===== src/rtl/trinity_pkg.sv =====
// Shared definitions for the Trinity command sequencer and accumulator core:
// control-bus bit positions, mode codes, sequencer state encoding and command layout.
package trinity_pkg;

  localparam int BUS_VALID   = 7;
  localparam int BUS_EXEC    = 2;
  localparam int BUS_MODE_HI = 1;
  localparam int BUS_MODE_LO = 0;

  localparam logic [1:0] MODE_ADD  = 2'd0;
  localparam logic [1:0] MODE_ADD3 = 2'd1;
  localparam logic [1:0] MODE_XOR  = 2'd2;
  localparam logic [1:0] MODE_NOP  = 2'd3;

  typedef enum logic {
    ST_IDLE  = 1'b0,
    ST_ISSUE = 1'b1
  } seq_state_t;

  typedef struct packed {
    logic [3:0] rpt;
    logic [1:0] mode;
    logic [7:0] data;
  } cmd_t;

  // NOP drives a valid slot without exec so the core sees a timed gap.
  function automatic logic [7:0] issue_bus(input logic [1:0] mode);
    logic [7:0] b;
    b = '0;
    b[BUS_VALID] = 1'b1;
    b[BUS_EXEC] = (mode != MODE_NOP);
    b[BUS_MODE_HI:BUS_MODE_LO] = mode;
    return b;
  endfunction

endpackage


===== src/rtl/trinity_cmd_fifo.sv =====
// Command FIFO, DEPTH x cmd_t; head is visible combinationally, level is registered.
// Caller never pushes when full or pops when empty; clr empties it on the next edge.
module trinity_cmd_fifo
  import trinity_pkg::*;
#(
  parameter int DEPTH = 4
) (
  input  logic                         sys_clk,
  input  logic                         sys_rst_n,
  input  logic                         clr,
  input  logic                         push,
  input  cmd_t                         wdata,
  input  logic                         pop,
  output cmd_t                         rdata,
  output logic [$clog2(DEPTH+1)-1:0]   level
);

  localparam int PTR_W = $clog2(DEPTH);
  localparam int LVL_W = $clog2(DEPTH+1);

  cmd_t             mem [DEPTH];
  logic [PTR_W-1:0] wr_ptr;
  logic [PTR_W-1:0] rd_ptr;

  assign rdata = mem[rd_ptr];

  always_ff @(posedge sys_clk) begin
    if (push && !clr) mem[wr_ptr] <= wdata;
  end

  always_ff @(posedge sys_clk or negedge sys_rst_n) begin
    if (!sys_rst_n) begin
      wr_ptr <= '0;
      rd_ptr <= '0;
      level  <= '0;
    end else if (clr) begin
      wr_ptr <= '0;
      rd_ptr <= '0;
      level  <= '0;
    end else begin
      if (push) wr_ptr <= wr_ptr + PTR_W'(1);
      if (pop)  rd_ptr <= rd_ptr + PTR_W'(1);
      case ({push, pop})
        2'b10:   level <= level + LVL_W'(1);
        2'b01:   level <= level - LVL_W'(1);
        default: level <= level;
      endcase
    end
  end

endmodule


===== src/rtl/trinity_bus_seq.sv =====
// Buffers accumulate commands and replays each rpt+1 times onto the core bus, one issue
// per cycle with no bubbles; first issue appears one edge after the accepting edge.
module trinity_bus_seq
  import trinity_pkg::*;
#(
  parameter int DEPTH = 4,
  parameter int CNT_W = 16
) (
  input  logic                         sys_clk,
  input  logic                         sys_rst_n,
  input  logic                         cmd_valid,
  output logic                         cmd_ready,
  input  logic [1:0]                   cmd_mode,
  input  logic [7:0]                   cmd_data,
  input  logic [3:0]                   cmd_rpt,
  input  logic                         hold,
  input  logic                         flush,
  output logic [7:0]                   bus_out,
  output logic [7:0]                   core_data,
  output logic                         busy,
  output logic [$clog2(DEPTH+1)-1:0]   fifo_level,
  output logic [CNT_W-1:0]             issue_cnt
);

  localparam int LVL_W = $clog2(DEPTH+1);

  seq_state_t state;
  logic [3:0] rem;
  logic [1:0] cur_mode;
  cmd_t       wr_cmd;
  cmd_t       head;
  logic       push;
  logic       pop;
  logic       fire;
  logic [1:0] fire_mode;
  logic       fifo_empty;

  assign fifo_empty = (fifo_level == '0);
  assign cmd_ready  = (fifo_level < LVL_W'(DEPTH)) && !flush;
  assign push       = cmd_valid && cmd_ready;
  assign busy       = (state == ST_ISSUE) || !fifo_empty;
  assign wr_cmd     = '{rpt: cmd_rpt, mode: cmd_mode, data: cmd_data};

  trinity_cmd_fifo #(.DEPTH(DEPTH)) u_fifo (
    .sys_clk   (sys_clk),
    .sys_rst_n (sys_rst_n),
    .clr       (flush),
    .push      (push),
    .wdata     (wr_cmd),
    .pop       (pop),
    .rdata     (head),
    .level     (fifo_level)
  );

  // Finishing a command and popping the next share one edge, so back-to-back has no gap.
  always_comb begin
    pop       = 1'b0;
    fire      = 1'b0;
    fire_mode = cur_mode;
    if (!flush && !hold) begin
      if (state == ST_ISSUE && rem != '0) begin
        fire = 1'b1;
      end else if (!fifo_empty) begin
        pop       = 1'b1;
        fire      = 1'b1;
        fire_mode = head.mode;
      end
    end
  end

  always_ff @(posedge sys_clk or negedge sys_rst_n) begin
    if (!sys_rst_n) begin
      state     <= ST_IDLE;
      rem       <= '0;
      cur_mode  <= MODE_ADD;
      bus_out   <= '0;
      core_data <= '0;
      issue_cnt <= '0;
    end else if (flush) begin
      state   <= ST_IDLE;
      rem     <= '0;
      bus_out <= '0;
    end else begin
      bus_out <= fire ? issue_bus(fire_mode) : '0;
      if (fire && fire_mode != MODE_NOP) issue_cnt <= issue_cnt + CNT_W'(1);
      if (pop) begin
        state     <= ST_ISSUE;
        rem       <= head.rpt;
        cur_mode  <= head.mode;
        core_data <= head.data;
      end else if (fire) begin
        rem <= rem - 4'd1;
      end else if (!hold) begin
        state <= ST_IDLE;
      end
    end
  end

endmodule


===== config.mk =====
export PLATFORM = sky130hd
export DESIGN_NAME = trinity_bus_seq
export DESIGN_NICKNAME = d
export VERILOG_FILES = /design/src/rtl/trinity_pkg.sv /design/src/rtl/trinity_cmd_fifo.sv /design/src/rtl/trinity_bus_seq.sv
export SDC_FILE = /design/constraint.sdc
export NUM_CORES = 1
export LEC_CHECK = 0
export CELL_PAD_IN_SITES_DETAIL_PLACEMENT = 1
export CELL_PAD_IN_SITES_GLOBAL_PLACEMENT = 1
export CORE_ASPECT_RATIO = 2
export CORE_UTILIZATION = 30
export CTS_CLUSTER_DIAMETER = 60
export CTS_CLUSTER_SIZE = 25
export DETAILED_ROUTE_END_ITERATION = 10
export MAX_ROUTING_LAYER = met4
export PLACE_DENSITY = 0.55
export SLEW_MARGIN = 10
export SYNTH_ARGS = -nofsm -noshare
export SYNTH_HDL_FRONTEND = slang
export SYNTH_SLANG_ARGS = --single-unit

===== constraint.sdc =====
create_clock -name sys_clk -period 7.5 [get_ports sys_clk]
set_input_delay 2.25 -clock sys_clk [delete_from_list [all_inputs] [get_ports sys_clk]]
set_output_delay 2.25 -clock sys_clk [all_outputs]
set_load 0.02 [all_outputs]

==> impl_metrics.py <==
metrics = {
    "run_status": {
        "status": "finished with violations",
        "violations": "DRC",
    },
    "floorplan": {
        "die_area_um2": 14200,
        "num_io_pins": 56,
        "rows": 60,
        "die-width_um": 84.6,
        "core_area_um2": 13400,
        "initial_core_util_pct": 30.7,
        "die_y_um": 167,
    },
    "route": {
        "wl_per_cell_um": 17.5,
        "vias": 2314,
        "drt.antenna.violating_nets": 0,
        "via_per_inst": 4.86,
        "drt_pre_antenna_iters": 9,
        "drtIter0Drc": 95,
        "drcViolationCount": 3,
        "drt_wl_total_mm": 8.34,
    },
    "critical_path": {
        "reg2reg_depth": 7,
        "r2r_setup_slack_ns": 4.52,
        "reg2reg_to": "issue_cnt[1]",
        "r2r-start": "rem[0]",
        "cp-start-kind": "primary input",
        "crit_arrival_ns": 3.50,
        "critPathCaptureType": "output pin",
        "worstPathRequired_ns": 5.25,
        "critPathKind": "primary input to output pin",
        "crit_fanout": 2,
    },
    "power": {
        "seqPwrFrac_pct": 43.2,
        "internal_power_w": 0.00116,
        "switchingPower_w": 0.000552,
        "clockPowerShare_pct": 27.1,
        "p_per_area_nw_per_um2": 337,
        "swShare_pct": 32.3,
        "worst_ir_drop_vdd_uv": 199,
        "p_leak_nw": 1.92,
        "combPwrFrac_pct": 29.7,
    },
    "grt": {
        "antenna_found_initial": 0,
        "grt_pass1_wl_mm": 13.6,
        "grt_overflow": 0,
        "grt_max_degree": 43,
        "grt_use_total_pct": 13.2,
        "grt_pass1_vias": 2520,
    },
    "synthesis": {
        "synth_edf_count": 56,
        "ys_ff_latch": 98,
        "synthTopCellsByCount": "edfxtp_1 (56), dfrtp_1 (42), mux4_2 (14), nand2_1 (14), mux2_2 (12)",
        "syn_inst": 259,
        "ys_top_cells_by_area": "edfxtp_1 (41%), dfrtp_1 (26%), mux4_2 (7.7%), mux2_2 (3.3%), xor2_1 (2.4%)",
        "seq_area_frac_synth_pct": 66.7,
        "postSynth.topFlopCell": "edfxtp_1",
        "synth.most_common_cell": "edfxtp_1",
        "synth_cell_type_count": 45,
        "avgSynthCellArea_um2": 15.8,
        "synthArstFlopShare_pct": 42.9,
        "synth_top_area_share_pct": 41.1,
        "synth_top_area_cell": "edfxtp_1",
        "synth_warnings": 0,
        "syn_area_um2": 4100,
    },
    "timing": {
        "finClkSkew_ns": 0.0114,
        "slew_headroom_pct": 47.1,
        "fin_tns_setup_ns": 0,
        "hold_violations": 0,
        "finalCriticalPeriod_ns": 5.75,
        "worst_pin_slew_ns": 0.793,
        "drv_slew": 0,
        "rsz0062_at_grt": "false",
        "fmax_mhz": 174,
        "period_share_pct": 76.7,
        "setup_viol": 0,
    },
    "cells_and_area": {
        "area_growth_pct": 23.6,
        "drive_gt1_share_pct": 16.2,
        "insertedDiodeCount": 0,
        "final_cells": 476,
        "fill_cells": 1392,
        "nets": 343,
    },
    "min_path": {
        "hp-start": "issue_cnt[15]",
        "min_path_cells": 1,
        "hold_class": "register to register",
        "holdPathEnd": "issue_cnt[15]",
    },
    "clock_network": {
        "clock_sinks": 98,
        "cts_root_buffer": "clkbuf_16",
        "htree_levels": 3,
        "cts_tree": "done",
        "post_cts_buffers": 0,
        "cts_resized": 0,
        "worstSkewPairLatency_ns": 0.35,
        "cts_buffers": 9,
        "clk_path_buf_depth": 2,
        "hold_buffers": 0,
        "cts.reportedPaths.clkPinSlew_ns": 0.07,
    },
    "place": {
        "gp_congestion": 0.702,
        "dp_hpwl_mm": 5.75,
        "io_buffers": 51,
        "dp_cells": 460,
    },
    "run": {
        "cap_violations": 0,
    },
}
[cell usage in the layout, fill, tap and decap left out, types with 6 or more instances in the layout]
cell type	count
o21ai_0	7
nor2_1	9
ha_1	7
inv_1	7
a21oi_1	9
and3_1	6
clkdlybuf4s50_1	50
mux4_2	14
xnor2_1	7
clkbuf_16	9
mux2_2	12
dfrtp_1	42
edfxtp_1	56
nand2_1	14
xor2_1	11
and2_1	6
[critical path: stages]
cell             delay [ns]
clkdlybuf4s50_1        0.50
nor2_1                 0.14
clkdlybuf4s50_1        0.61
[worst max-delay path by stage]
| stage | start | cells after the start | end | slack, ns |
|---|---|---|---|---|
| final | flush | 3 | cmd_ready | 1.75 |
| after global routing | flush | 3 | cmd_ready | 1.70 |
| after CTS | flush | 3 | cmd_ready | 1.73 |
| after detailed placement | flush | 3 | cmd_ready | 1.74 |
| after global placement | flush | 3 | cmd_ready | 1.73 |
| after floorplan | flush | 2 | cmd_ready | 2.54 |
[per-layer routing]
layer	global-route usage, %	part of all wire (%)	vias up
met5	-	0	-
met4	6.04	2.5	0
met3	2.27	3.0	12
met2	23.7	56	49
met1	13.9	39	1189
li1	-	-	1064
[kinds of logic after synthesis]
| group | Yosys count | synth area share (%) |
|---|---|---|
| compound gates | 27 | 4.46 |
| xor+xnor | 18 | 3.85 |
| fa+ha+maj | 8 | 2.63 |
| buf+inv | 19 | 2.69 |
| flops | 98 | 66.7 |
| mux | 27 | 11.2 |
| other cells | 1 | 0.0915 |
| simple gates | 61 | 8.34 |
[power by group through the flow]
stage	Combinational, W	Clock, W	Sequential (W)
3_5_place_dp	0.000520	0	0.000751
3_3_place_gp	0.000512	0	0.000747
4_1_cts	0.000523	0.000479	0.000741
5_1_grt	0.000561	0.000496	0.000752
2_1_floorplan	0.000283	0	0.000786
6_report	0.000508	0.000463	0.000737
[final cells by class]
class                   instances  area (µm²)  area share (%)
flip-flops and latches         98        2730            54.0
well taps                     155         194            3.83
multi-input cells             145        1260            25.0
inverters                       7        26.3           0.519
repair buffers                 55         536            10.6
clock buffers                   9         225            4.45
clock inverters                 7        83.8            1.66
[through the flow]
stage | total power (W) | util (%) | hold slack, ns | cell area, µm² | worst slack, ns
after floorplan | 0.00107 | - | 0.491 | 4110 | 2.54
after global placement | 0.00126 | 35.6 | 0.458 | 4750 | 1.73
after detailed placement | 0.00127 | 35.6 | 0.462 | 4750 | 1.74
after CTS | 0.00174 | 37.9 | 0.475 | 5060 | 1.73
after global routing | 0.00181 | 37.9 | 0.506 | 5060 | 1.70
final | 0.00171 | 37.9 | 0.467 | 5060 | 1.75
[state kept, by name, indices dropped and copies added (netlist names)]
| register | cells |
|---|---|
| u_fifo.mem | 56 |
| cur_mode | 2 |
| rem | 4 |
| u_fifo.rd_ptr | 2 |
| issue_cnt | 16 |
| state | 1 |
| bus_out | 4 |
| u_fifo.level | 3 |
| core_data | 8 |
| u_fifo.wr_ptr | 2 |
No activity file was read; power rests on OpenSTA's default activity.
